[src/rtl/id_inst_pack.sv]
// RV32 instruction encoder: packs an operation record into an instruction word
// and flags immediates that the selected format cannot represent. Two-stage
// valid/ready pipeline. Optional error counter: define INST_PACK_ERRCNT_EN.

`ifndef EXT_I
`define EXT_I 3'd1
`endif
`ifndef EXT_S
`define EXT_S 3'd2
`endif
`ifndef EXT_B
`define EXT_B 3'd3
`endif
`ifndef EXT_U
`define EXT_U 3'd4
`endif
`ifndef EXT_J
`define EXT_J 3'd5
`endif

module id_inst_pack (
  input  logic        cpu_clk,
  input  logic        cpu_rst_n,
  input  logic        in_valid,
  output logic        in_ready,
  input  logic [2:0]  op,
  input  logic [6:0]  opcode,
  input  logic [2:0]  funct3,
  input  logic [6:0]  funct7,
  input  logic [4:0]  rd,
  input  logic [4:0]  rs1,
  input  logic [4:0]  rs2,
  input  logic [31:0] imm,
  output logic        out_valid,
  input  logic        out_ready,
  output logic [31:0] inst,
  output logic        err,
  output logic [7:0]  err_cnt
);

  localparam int unsigned INST_W = 32;
  localparam int unsigned CNT_W  = 8;

  logic [INST_W-1:0] pack_inst;
  logic              pack_err;
  logic              s1_valid;
  logic [INST_W-1:0] s1_inst;
  logic              s1_err;
  logic              s2_ready;

  // Format-specific bit placement and representability check
  always_comb begin
    pack_inst = '0;
    pack_err  = 1'b0;
    case (op)
      `EXT_I: begin
        pack_inst = {imm[11:0], rs1, funct3, rd, opcode};
        pack_err  = !((imm[31:11] == '0) || (imm[31:11] == '1));
      end
      `EXT_S: begin
        pack_inst = {imm[11:5], rs2, rs1, funct3, imm[4:0], opcode};
        pack_err  = !((imm[31:11] == '0) || (imm[31:11] == '1));
      end
      `EXT_B: begin
        pack_inst = {imm[12], imm[10:5], rs2, rs1, funct3, imm[4:1], imm[11], opcode};
        pack_err  = !((imm[31:12] == '0) || (imm[31:12] == '1)) || imm[0];
      end
      `EXT_U: begin
        pack_inst = {imm[31:12], rd, opcode};
        pack_err  = (imm[11:0] != '0);
      end
      `EXT_J: begin
        pack_inst = {imm[20], imm[10:1], imm[11], imm[19:12], rd, opcode};
        pack_err  = !((imm[31:20] == '0) || (imm[31:20] == '1)) || imm[0];
      end
      default: begin
        pack_inst = {funct7, rs2, rs1, funct3, rd, opcode};
        pack_err  = 1'b0;
      end
    endcase
  end

  assign s2_ready = !out_valid || out_ready;
  assign in_ready = !s1_valid || s2_ready;

  // Stage 1: capture packed word on accept
  always_ff @(posedge cpu_clk or negedge cpu_rst_n) begin
    if (!cpu_rst_n) begin
      s1_valid <= 1'b0;
      s1_inst  <= '0;
      s1_err   <= 1'b0;
    end else if (in_ready) begin
      s1_valid <= in_valid;
      if (in_valid) begin
        s1_inst <= pack_inst;
        s1_err  <= pack_err;
      end
    end
  end

  // Stage 2: output register, frozen while the consumer stalls
  always_ff @(posedge cpu_clk or negedge cpu_rst_n) begin
    if (!cpu_rst_n) begin
      out_valid <= 1'b0;
      inst      <= '0;
      err       <= 1'b0;
    end else if (s2_ready) begin
      out_valid <= s1_valid;
      if (s1_valid) begin
        inst <= s1_inst;
        err  <= s1_err;
      end
    end
  end

`ifdef INST_PACK_ERRCNT_EN
  // Saturating count of errored words handed to the consumer
  always_ff @(posedge cpu_clk or negedge cpu_rst_n) begin
    if (!cpu_rst_n) begin
      err_cnt <= '0;
    end else if (out_valid && out_ready && err && (err_cnt != '1)) begin
      err_cnt <= err_cnt + CNT_W'(1);
    end
  end
`else
  assign err_cnt = '0;
`endif

endmodule

[config.mk]
export PLATFORM = sky130hd
export DESIGN_NAME = id_inst_pack
export DESIGN_NICKNAME = d
export VERILOG_FILES = /design/src/rtl/id_inst_pack.sv
export SDC_FILE = /design/constraint.sdc
export NUM_CORES = 1
export LEC_CHECK = 0
export CAP_MARGIN = 20
export CORE_ASPECT_RATIO = 1.75
export CORE_MARGIN = 5
export CORE_UTILIZATION = 50
export CTS_CLUSTER_SIZE = 16
export DETAILED_ROUTE_END_ITERATION = 16
export DONT_BUFFER_PORTS = 1
export RECOVER_POWER = 100
export REMOVE_ABC_BUFFERS = 1
export SETUP_SLACK_MARGIN = 0.4
export SLEW_MARGIN = 15
export SYNTH_ARGS = -nofsm -noshare
export SYNTH_HDL_FRONTEND = slang
export SYNTH_SLANG_ARGS = --single-unit
[constraint.sdc]
create_clock -name cpu_clk -period 1.4 [get_ports cpu_clk]
set_input_delay 0.14 -clock cpu_clk [delete_from_list [all_inputs] [get_ports cpu_clk]]
set_output_delay 0.14 -clock cpu_clk [all_outputs]
set_load 0.02 [all_outputs]
==> impl_metrics.py <==
metrics = {
    "synthesis": {
        "synthCells": 301,
        "yosys_warnings": 0,
        "synth_area_um2": 3320,
        "ys_types": 32,
        "ys_seq_area_frac": 0.512,
        "avgSynthCellArea_um2": 11.0,
        "synth-seq-cells": 68,
    },
    "job": {
        "cap_violations": 0,
    },
    "power_and_ir_drop": {
        "clkPwrFrac": 0.340,
        "p_switching_mw": 1.70,
        "switching_share": 0.297,
        "powerDensity_nw_per_um2": 1420,
        "p_seq_frac": 0.517,
        "power.leakage_nw": 1.84,
        "power_frac_comb": 0.142,
        "ir_drop_mv": 0.907,
        "p_total_mw": 5.72,
        "p_int_mw": 4.02,
    },
    "sta": {
        "setup_viol_count_final": 0,
        "rsz0062_at_grt": "yes",
        "holdWs_ps": -497,
        "max_freq_mhz": 753,
        "finalCritPeriodShare": 0.949,
        "finalHoldViolCount": 68,
        "period_needed_ps": 1330,
        "worst_slack_ps": 71.2,
        "clock_skew_ps": 3.97,
        "fin_tns_setup_ps": 0,
        "slew_viol_final": 0,
    },
    "global_routing": {
        "grt_pass1_vias": 2579,
        "grtUsageTotal": 0.202,
        "grt_max_degree": 69,
        "antenna_found_initial": 0,
        "grt_pass1_wl_um": 13100,
        "grt.overflow.total": 0,
    },
    "cts": {
        "clock_path_buffers": 2,
        "clock-sinks": 68,
        "cts_buffers": 9,
        "insertion_delay_ps": 330,
        "cts_tree": "yes",
        "root_buffer": "clkbuf_16",
        "cts-htree-levels": 3,
        "cts.hold.buffers_added": 20,
        "path_clk_slew_ps": 50,
    },
    "cells_and_area": {
        "layout-drive-gt1-share": 0.144,
        "n_antenna_cell": 0,
        "n_fill_cell": 572,
        "final_cell_count_no_fill": 422,
        "nets": 407,
        "area_growth_pct": 21.3,
    },
    "setup_path": {
        "timing.rr.end": "inst[1]$_DFFE_PN0P_",
        "max_stage_delay_ps": 370,
        "crit_fanout": 3,
        "worst-path-stages": 3,
        "worstSetupStartpointType": "flop",
        "crit_end": "in_ready",
        "cpMostUsedCell": "buf_4",
        "cp.arrival_ps": 1190,
        "critPathRequiredTime_ps": 1260,
        "end_kind": "output pin",
        "reg2reg_from": "s1_valid$_DFFE_PN0N_",
        "path_class": "reg -> out",
        "path_cells": "nand3b_1 > buf_4 > buf_4",
        "critical_path.top_delay_family": "flip-flops",
        "reg2regPathDepth": 4,
        "slowest_stage": "dfrtp_1",
        "critPathBufInv": 2,
        "crit_path_start": "out_valid$_DFFE_PN0P_",
        "rrSetupSlack_ps": 100,
    },
    "floorplanning": {
        "die_x_um": 71.6,
        "rows": 39,
        "core-area_um2": 6490,
        "ioPinCount": 114,
        "start_util": 0.512,
        "die_h_um": 118,
        "die_area_um2": 8440,
    },
    "routing": {
        "drt_iter0_drc": 127,
        "antenna_left": 0,
        "drtPass1Iterations": 4,
        "route.vias.total": 2378,
        "viasPerCell": 5.64,
        "drc_errors": 0,
        "totalWireLength_um": 8270,
        "wire_per_inst_um": 19.6,
    },
    "outcome": {
        "violations": "negative hold slack",
        "outcome": "complete, but fails checks",
    },
    "place": {
        "port-buffer-count": 0,
        "dp_hpwl_um": 5600,
        "gp_congestion": 0.799,
        "post-place-cells": 375,
        "dp_worst_setup_slack_ps": 27.7,
    },
    "min_path": {
        "hold_class": "in -> async",
    },
}
## per-layer routing
metal	up-vias	share of wire	GRT usage	wire length, um
li1	1124	-	-	-
met1	1167	0.38	0.231	3160
met2	78	0.52	0.334	4320
met3	9	0.074	0.0718	616
met4	0	0.021	0.0835	172
met5	-	0	0	0
## worst reg2reg max path: stages, from the launching register on
cell	delay, ps
dfrtp_1	380
clkbuf_1	140
nand2_4	110
buf_4	200
mux2_1	350
## per-stage QoR
step,util,cell area [um2]
after floorplan,-,3200
after global placement,0.530,3440
after detailed placement,0.530,3440
after CTS,0.617,4000
after global routing,0.621,4030
final,0.621,4030
## worst min-delay path by stage
stage,start,to
2_1_floorplan,cpu_rst_n,err$_DFFE_PN0P_
3_3_place_gp,cpu_rst_n,inst[3]$_DFFE_PN0P_
3_5_place_dp,cpu_rst_n,inst[3]$_DFFE_PN0P_
4_1_cts,cpu_rst_n,inst[9]$_DFFE_PN0P_
5_1_grt,cpu_rst_n,inst[17]$_DFFE_PN0P_
6_report,cpu_rst_n,inst[17]$_DFFE_PN0P_
## state kept, by name, summed over array words and instances (netlist names)
register	cells
err	1
inst	32
out_valid	1
s1_err	1
s1_inst	32
s1_valid	1
## Yosys cell counts (all sizes together)
| cell | number | area (um2) |
|---|---|---|
| buf | 22 | 128 |
| nand2 | 36 | 135 |
| nor2b | 2 | 12.5 |
| clkbuf | 5 | 18.8 |
| inv | 3 | 11.3 |
| a22oi | 6 | 45.0 |
| dfrtp | 68 | 1700 |
| nand3b | 1 | 7.51 |
| conb | 1 | 3.75 |
| and3 | 2 | 12.5 |
| o21ai | 32 | 160 |
| mux2i | 26 | 260 |
| or4 | 2 | 15.0 |
| nand4 | 5 | 31.3 |
| o221ai | 1 | 8.76 |
| nor2 | 8 | 30.0 |
| nor4 | 7 | 43.8 |
| nor3 | 2 | 15.0 |
| o211ai | 3 | 27.5 |
| xnor2 | 1 | 8.76 |
| mux2 | 47 | 529 |
| nand2b | 5 | 31.3 |
| o21bai | 1 | 7.51 |
| nand3 | 2 | 10.0 |
| or3 | 1 | 6.26 |
| a21oi | 11 | 55.1 |
| a211oi | 1 | 7.51 |
## final cells by class
class,instances,area [um2],area share
sequential,68,1700,0.422
multi-input combinational,210,1560,0.386
timing repair buffer,44,408,0.101
clock buffer,12,236,0.0587
tap,82,103,0.0255
clock inverter,3,15.0,0.00373
inverter,3,11.3,0.00279
## cell families after synthesis
kind of cell           Yosys count  synth area share
XOR/XNOR                         1           0.00264
AND/OR/NAND/NOR                 73             0.105
multiplexers                    73             0.238
AO/OA/AOI/OAI                   55            0.0937
other                            1           0.00113
buffers and inverters           30            0.0474
flip-flops                      68             0.512
## power groups by stage
stage	clock (mW)	combinational, mW	sequential (mW)
floorplan	0	0.510	2.90
global placement	0	0.642	2.99
detailed placement	0	0.663	3.00
CTS	1.99	0.819	2.97
global route	2.10	0.901	3.01
finish	1.95	0.813	2.96
## what timing repair did
item | in CTS | in global routing
resized for setup | 15 | 12
endpoints found under the hold margin | 84 | 68
pin swaps | 2 | 2
gates cloned | 1 | 2
setup endpoints to repair | 68 | 68
buffers inserted | 4 | 5
## cells in the final DEF, fill, tap and decap left out, drive strengths merged
cell / instances
clkinv: 3
conb: 8
mux2: 47
a211oi: 1
o21ai: 32
mux2i: 26
nor4: 7
or3: 1
nand2: 36
and3: 2
nor3: 2
inv: 3
a22oi: 6
or4: 2
buf: 15
nand2b: 5
nand4: 5
o21bai: 1
clkbuf: 21
nor2: 8
o221ai: 1
a21oi: 11
nand3b: 1
dfrtp: 68
dlygate4sd3: 20
nand3: 2
o211ai: 3
nor2b: 2
xnor2: 1
Note: power is estimated with default switching activity, not from simulation.
